--- config.mk ---
export PLATFORM = sky130hd
export DESIGN_NAME = regfile_write_scheduler
export DESIGN_NICKNAME = d
export VERILOG_FILES = /design/src/rtl/regfile_write_scheduler.sv
export SDC_FILE = /design/constraint.sdc
export NUM_CORES = 1
export LEC_CHECK = 0
export CAP_MARGIN = 40
export CORE_UTILIZATION = 40
export DETAILED_ROUTE_END_ITERATION = 8
export DONT_BUFFER_PORTS = 1
export SLEW_MARGIN = 40
export SYNTH_ARGS = -nofsm -noshare
export SYNTH_HDL_FRONTEND = slang
export SYNTH_SLANG_ARGS = --single-unit
--- constraint.sdc ---
create_clock -name clk -period 3.65 [get_ports clk]
set_input_delay 0.5475 -clock clk [delete_from_list [all_inputs] [get_ports clk]]
set_output_delay 0.5475 -clock clk [all_outputs]
set_load 0.05 [all_outputs]
--- src/rtl/regfile_write_scheduler.sv ---
// Round-robin arbiter for the single register file write port,
// with registered write outputs and a pending-write scoreboard.
module regfile_write_scheduler #(
  parameter int NUM_REQ    = 3,
  parameter int DATA_WIDTH = 32,
  parameter int ADDR_WIDTH = 5
) (
  input  logic                            clk,
  input  logic                            rst_n,
  input  logic                            stall,
  input  logic [NUM_REQ-1:0]              req_valid,
  input  logic [NUM_REQ*ADDR_WIDTH-1:0]   req_addr,
  input  logic [NUM_REQ*DATA_WIDTH-1:0]   req_data,
  output logic [NUM_REQ-1:0]              req_ready,
  input  logic                            reserve_valid,
  input  logic [ADDR_WIDTH-1:0]           reserve_addr,
  output logic [2**ADDR_WIDTH-1:0]        busy_mask,
  output logic                            rf_regWrite,
  output logic [ADDR_WIDTH-1:0]           rf_writeRegister,
  output logic [DATA_WIDTH-1:0]           rf_writeData,
  output logic [$clog2(NUM_REQ)-1:0]      grant_id
);

  localparam int IDW  = $clog2(NUM_REQ);
  localparam int NREG = 2**ADDR_WIDTH;
  localparam logic [IDW:0]   NR   = (IDW+1)'(NUM_REQ);
  localparam logic [IDW-1:0] LAST = IDW'(NUM_REQ-1);

  logic [IDW-1:0]        ptr_q, ptr_d;
  logic                  we_q, we_d;
  logic [ADDR_WIDTH-1:0] wa_q, wa_d;
  logic [DATA_WIDTH-1:0] wd_q, wd_d;
  logic [IDW-1:0]        gid_q, gid_d;
  logic [NREG-1:0]       busy_q, busy_d;

  logic [NUM_REQ-1:0]    rot;
  logic [NUM_REQ-1:0]    gnt;
  logic [IDW-1:0]        off;
  logic [IDW:0]          sum;
  logic [IDW-1:0]        gidx;
  logic                  found;
  logic [ADDR_WIDTH-1:0] addr_sel;
  logic [DATA_WIDTH-1:0] data_sel;

  // Rotate valids so bit 0 is the requester at the pointer.
  assign rot = (req_valid >> ptr_q)
             | (req_valid << (NUM_REQ - int'(ptr_q)));

  // Pick the first valid after the pointer; the stall and reset gate it.
  always_comb begin
    found = 1'b0;
    off   = '0;
    for (int k = NUM_REQ-1; k >= 0; k--) begin
      if (rot[k]) begin
        found = 1'b1;
        off   = IDW'(k);
      end
    end
    sum = {1'b0, ptr_q} + {1'b0, off};
    if (sum >= NR) sum = sum - NR;
    gidx = sum[IDW-1:0];
    if (stall || !rst_n) found = 1'b0;
  end

  // One-hot grant plus the selected address and data.
  always_comb begin
    gnt      = '0;
    addr_sel = '0;
    data_sel = '0;
    for (int i = 0; i < NUM_REQ; i++) begin
      gnt[i] = found && (gidx == IDW'(i));
      if (gnt[i]) begin
        addr_sel = req_addr[i*ADDR_WIDTH +: ADDR_WIDTH];
        data_sel = req_data[i*DATA_WIDTH +: DATA_WIDTH];
      end
    end
  end

  assign req_ready = gnt;

  // Next state: pointer, write port, scoreboard (set beats clear).
  always_comb begin
    ptr_d  = ptr_q;
    we_d   = 1'b0;
    wa_d   = wa_q;
    wd_d   = wd_q;
    gid_d  = gid_q;
    busy_d = busy_q;
    if (found) begin
      ptr_d  = (gidx == LAST) ? '0 : gidx + IDW'(1);
      we_d   = (addr_sel != '0);
      wa_d   = addr_sel;
      wd_d   = data_sel;
      gid_d  = gidx;
      busy_d[addr_sel] = 1'b0;
    end
    if (reserve_valid && reserve_addr != '0)
      busy_d[reserve_addr] = 1'b1;
    busy_d[0] = 1'b0;
  end

  // State registers.
  always_ff @(posedge clk or negedge rst_n) begin
    if (!rst_n) begin
      ptr_q  <= '0;
      we_q   <= 1'b0;
      wa_q   <= '0;
      wd_q   <= '0;
      gid_q  <= '0;
      busy_q <= '0;
    end else begin
      ptr_q  <= ptr_d;
      we_q   <= we_d;
      wa_q   <= wa_d;
      wd_q   <= wd_d;
      gid_q  <= gid_d;
      busy_q <= busy_d;
    end
  end

  assign rf_regWrite      = we_q;
  assign rf_writeRegister = wa_q;
  assign rf_writeData     = wd_q;
  assign grant_id         = gid_q;
  assign busy_mask        = busy_q;

endmodule
==> flow_metrics.py <==
metrics = {
    "outcome": {
        "status": "finished with violations",
        "violations": "negative setup slack",
    },
    "yosys": {
        "synthArstFlopShare_pct": 100.0,
        "synth_top_area_share_pct": 48.44,
        "ys_seq_elements": 73,
        "synth_nets": 509,
        "syn_area_per_cell_um2": 9.846,
        "synth.distinct_cells": 60,
        "synth_area_mm2": 0.003771,
        "synth-main-ff-cell": "dfrtp_1",
        "yosys_warnings": 0,
        "yosysTopAreaCell": "dfrtp_1",
        "yosysSeqAreaShare_pct": 48.44,
        "synth_area_leaders": "dfrtp_1 48%, a222oi_1 8.5%, nand2_1 8.2%",
        "synthCells": 383,
        "synth_edf_count": 0,
    },
    "worst_setup_path": {
        "worstPathMaxFanout": 5,
        "cp-end-kind": "flop",
        "path_depth": 14,
        "path_cells": "nor4bb_2, a221o_1, ha_2, inv_2, fa_2, inv_4, ha_4, buf_6, mux2_4, and3_4, a221o_1, or4_4, and2_4, a211o_1",
        "worst-r2r-cell-count": 14,
        "critPathTopFamily": "simple AND/OR/NAND/NOR gates",
        "critPathSlowestCell": "fa_2",
        "start_kind": "flop",
        "cp.required_ns": 3.90,
        "crit_type": "flop to flop",
        "path_buf_inv": 3,
        "cp_common_cell": "a221o_1",
        "slowest_delay_ns": 0.55,
        "arrival_ns": 4.04,
    },
    "drt": {
        "drtIter0Drc": 324,
        "wl_per_cell_um": 22.65,
        "drc": 0,
        "wl_met1_um": 4712,
        "routed_wl_um": 12300,
        "dr_total_vias": 3470,
        "vias_per_cell": 6.390,
        "wl_met3_um": 1020,
        "wl_met2_um": 6342,
        "ant_nets": 0,
        "highest_layer": "met4",
        "firstDrtPassIters": 8,
    },
    "cts": {
        "clkTransAtPathRegs_ns": 0.10,
        "clk_path_buf_depth": 2,
        "cts-root-buf": "clkbuf_8",
        "numCtsBuffers": 9,
        "h-tree-depth": 3,
        "cts_sinks": 73,
        "cts_tree": "built",
        "clock_latency_ns": 0.35,
    },
    "timing": {
        "worstMarginPinSlew_ns": 0.5638,
        "period_minus_slack_ns": 3.791,
        "grt_setup_unrepaired": "true",
        "relSlewSlack_pct": 62.33,
        "max_freq_ghz": 0.2638,
        "timing.hold.ws_ns": 0.06231,
        "fin_ws_ns": -0.1413,
        "skew_ns": 0.009706,
        "finalSetupViolations": 16,
        "hold_viol": 0,
        "period_share_pct": 103.9,
        "finalMaxSlewViolations": 0,
    },
    "global_route": {
        "antenna_found_initial": 0,
        "grt_pass1_wl_um": 18430,
        "overflow": 0,
        "track_usage_pct": 24.55,
        "grt_max_degree": 74,
        "first_global_vias": 3424,
    },
    "placed_design": {
        "place.gp.congestion": 0.8896,
        "dp.cells": 498,
        "place_ws_ns": -0.3689,
        "io_buffers": 0,
        "place_area_mm2": 0.004074,
        "dpl.hpwl_um": 8103,
    },
    "die": {
        "design.die.area_mm2": 0.009820,
        "core_mm2": 0.009196,
        "row_count": 35,
        "chipWidth_um": 99.10,
        "die_h_um": 99.10,
        "ios": 198,
        "start_util_pct": 41.01,
    },
    "final_layout": {
        "drive_above_1_share_pct": 31.25,
        "final_area_mm2": 0.004893,
        "nets": 553,
        "fin_cells": 543,
        "antenna_cells": 0,
        "area_delta_synth_final_pct": 29.76,
        "nFillCells": 825,
    },
    "pwr": {
        "vdd_ir_drop_max_mv": 0.4424,
        "total_power_w": 0.006684,
        "p_leak_nw": 2.113,
        "p_per_area_mw_per_mm2": 1366,
    },
    "flow_run": {
        "maxCapViolCount": 0,
    },
    "hold_path": {
        "hold_class": "input pin to async pin",
    },
}
-- per-layer routing --
layer,vias up,track usage (%)
li1,1536,-
met1,1708,29.22
met2,210,43.46
met3,16,5.762
met4,0,8.824
met5,-,0
-- stage by stage --
step | util, % | setup TNS, ns
finish | 53.21 | -0.9603
global route | 53.21 | -7.252
CTS | 49.65 | -1.358
detailed placement | 44.30 | -8.318
global placement | 44.30 | -3.825
floorplan | - | -0.7273
-- sequential cells by signal, indices dropped and copies added, names as in the netlist --
name              cells
rf_writeData         32
busy_mask            31
rf_writeRegister      5
grant_id              2
ptr_q                 2
rf_regWrite           1
-- worst register-to-register path, cell delays in order (launching register included) --
cell	delay, ns
dfrtp_2	0.46
nor4bb_2	0.28
a221o_1	0.16
ha_2	0.17
inv_2	0.03
fa_2	0.55
inv_4	0.04
ha_4	0.28
buf_6	0.11
mux2_4	0.30
and3_4	0.19
a221o_1	0.29
or4_4	0.44
and2_4	0.17
a211o_1	0.22
-- power by group --
part           leakage (nW)  switching, W  internal [W]  total (W)
logic                  1.18       0.00166       0.00187    0.00353
registers             0.846       0.00142       0.00112    0.00254
clock network        0.0863      0.000353      0.000261   0.000614
total                  2.11       0.00343       0.00326    0.00668
-- worst paths after layout --
kind,from,end,slack (ns)
hold / removal,rst_n,busy_mask[21]$_DFF_PN0_,0.06
min in group clk,reserve_addr[4],busy_mask[1]$_DFF_PN0_,0.28
setup / recovery,ptr_q[1]$_DFFE_PN0P_,busy_mask[14]$_DFF_PN0_,-0.14
hold reg to reg,ptr_q[1]$_DFFE_PN0P_,ptr_q[1]$_DFFE_PN0P_,0.59
max in group asynchronous,rst_n,ptr_q[1]$_DFFE_PN0P_,3.24
setup reg to reg,ptr_q[1]$_DFFE_PN0P_,busy_mask[14]$_DFF_PN0_,-0.14
-- Yosys cell counts, drive strengths merged (2+ instances only) --
master	n
o31ai	9
nor4	2
nor4b	2
a222oi	32
a21oi	5
and2	8
a221o	2
nor2	21
a31oi	2
or4	3
o311ai	2
dfrtp	73
o2bb2ai	3
a221oi	3
nor2b	2
nor3b	2
o21ai	25
o221ai	7
or3	2
clkbuf	18
and3	3
inv	15
nand3b	6
mux2	6
nand3	4
a211o	6
buf	9
ha	2
nand4b	4
nand2	82
a21o	3
-- cell type report --
class	count	area [µm²]	share of cell area (%)
clock inverter	7	62.56	1.278
sequential	73	1829	37.38
inverter	15	58.81	1.202
tap	111	138.9	2.838
timing repair buffer	60	661.9	13.53
clock buffer	9	123.9	2.531
multi-input combinational	268	2018	41.24
-- cells by family (layout without fill, tap and decap cells) --
logic type | count (synthesis) | after routing | share of synthesized area, %
adder cells (fa/ha/maj) | 3 | 3 | 1.194
other | 1 | 1 | 0.09944
AO/OA/AOI/OAI | 108 | 108 | 23.76
XOR/XNOR | 1 | 1 | 0.2323
multiplexers | 7 | 7 | 2.057
buffers and inverters | 42 | 91 | 5.109
flip-flops | 73 | 73 | 48.44
AND/OR/NAND/NOR | 148 | 148 | 19.11
-- what timing repair did --
| item | CTS | global route |
|---|---|---|
| endpoints found under the hold margin | 73 | 0 |
| gates cloned | 3 | 1 |
| gates resized for setup | 22 | 62 |
| setup endpoints to repair | 35 | 64 |
| pin swaps | 22 | 55 |
| hold buffers | 1 | 0 |
| buffers inserted | 12 | 13 |
-- cell usage in the layout (no fill, tap or decap), drive strengths merged, types with 5 or more instances in the layout --
cell and count:
mux2 6, o31ai 9, nand3b 6, o221ai 7, dfrtp 73, a21oi 5
and2 8, a222oi 32, inv 19, nand2 82, o21ai 25, a211o 6
nor2 21, clkbuf 10, buf 59
No activity file was read; power rests on OpenSTA's default activity.
==> edit: new RTL, same settings <==
The parameter `DATA_WIDTH` goes from 32 to 24.
--- a/src/rtl/regfile_write_scheduler.sv
+++ b/src/rtl/regfile_write_scheduler.sv
@@ -3,5 +3,5 @@
 module regfile_write_scheduler #(
   parameter int NUM_REQ    = 3,
-  parameter int DATA_WIDTH = 32,
+  parameter int DATA_WIDTH = 24,
   parameter int ADDR_WIDTH = 5
 ) (
Interface: changed (resized req_data and rf_writeData); port bits go from 198 to 166. No check against the original RTL was run, so the function may have changed too.
==> edit against the unedited design <==
The run still ends with negative setup slack left. Cell count up 2.2%. Worst setup slack improved by 0.064 ns. Wire length shrank 15%. Design area is 7.6% lower. Sequential cell count fell by 8. Synthesized cell count grew 3.7%. Sequential share of layout area decreased by 1.3 points. Area after synthesis decreased by 5.2%.
Power is left out: the tool's default activity adds up to more than one toggle a clock period on the data nets, which glitch-free logic cannot reach.
==> edit: results (changes against the unedited design) <==
Parameter                              Value

Clock network
  Post_cts resized ... 13 (-41%)

Timing
  Relative slew margins ... 0.615 (-0.00845)
  Setup-failing EPs final ... 4 (-12)
  Final critical-path setup slack ... -0.0777 ns (+0.0636 ns)

Yosys
  Largest cells by area after synthesis ... sky130_fd_sc_hd__dfrtp_1 46%, sky130_fd_sc_hd__o21ai_0 9.9%, sky130_fd_sc_hd__mux2i_1 7.8%
  Netlist area before placement ... 3570 µm² (-5.2%)
  Sequential-to-total area share from yosys stat ... 0.455 (-0.0294)
  Cell types with the highest counts after synthesis ... 71 x sky130_fd_sc_hd__o21ai_0, 65 x sky130_fd_sc_hd__dfrtp_1, 50 x sky130_fd_sc_hd__nand2_1

Detailed routing
  Detail-routed net length per standard cell ... 18.9 µm (-17%)
  Number of vias per cell ... 5.66 (-11%)
  Count of TritonRoute iterations in the first routing pass ... 4 (-4)

Global routing
  GR met2 Demand/Resource ... 0.378 (-0.0567)
  Global router's overall resource usage ... 0.216 (-0.0295)
  Pin count of the biggest net entering global routing ... 66 (-11%)
  Global-route track usage on met3 ... 0.0712 (+0.0136)

Finish
  Proportion of final cell area spent on non-clock buffers ... 0.107 (-0.0284)
  Multi-input combinational cell count ... 305 (+14%)
  Max FFs per register ... 31 (-3.1%)
  Clock distribution area overhead in the final layout ... 0.0460 (+0.00786)
  Fraction of layout instances using a drive strength above 1 ... 0.257 (-0.0552)
  Nets@finish ... 544 (-1.6%)

Run status
  Violations in the final reports ... negative setup slack
  Status ... finished, violations left

Place
  HPWL reported at the end of detailed placement ... 7.54 mm (-6.9%)
  RD Place Congestion ... 0.907 (+1.9%)
  Placed Instances ... 529 (+6.2%)

Critical path
  Bufs and invs on worst path ... 2 (-1)
  Cell count of the worst reg-to-reg path ... 13 (-1)
[edit: changes by cell type after synthesis, moves of 8 or more]
| cell | before | now |
|---|---|---|
| sky130_fd_sc_hd__dfrtp_1 | 73 | 65 |
| sky130_fd_sc_hd__nand2_1 | 82 | 50 |
| sky130_fd_sc_hd__nor2_1 | 21 | 34 |
| sky130_fd_sc_hd__a21oi_1 | 5 | 27 |
| sky130_fd_sc_hd__a222oi_1 | 32 | 0 |
| sky130_fd_sc_hd__mux2i_1 | 1 | 28 |
| sky130_fd_sc_hd__o21ai_0 | 25 | 71 |
[edit: logic make-up (layout without fill, tap and decap cells)]
logic type               after synthesis  count (layout)  share of synthesized area
buffers and inverters                 27              77                     0.0326
XOR/XNOR                               1               1                    0.00245
flip-flops                            65              65                      0.455
adder cells (fa/ha/maj)                3               3                     0.0126
other                                  1               1                    0.00105
AND/OR/NAND/NOR                      133             133                      0.182
AO/OA/AOI/OAI                        135             135                      0.222
multiplexers                          32              32                     0.0921
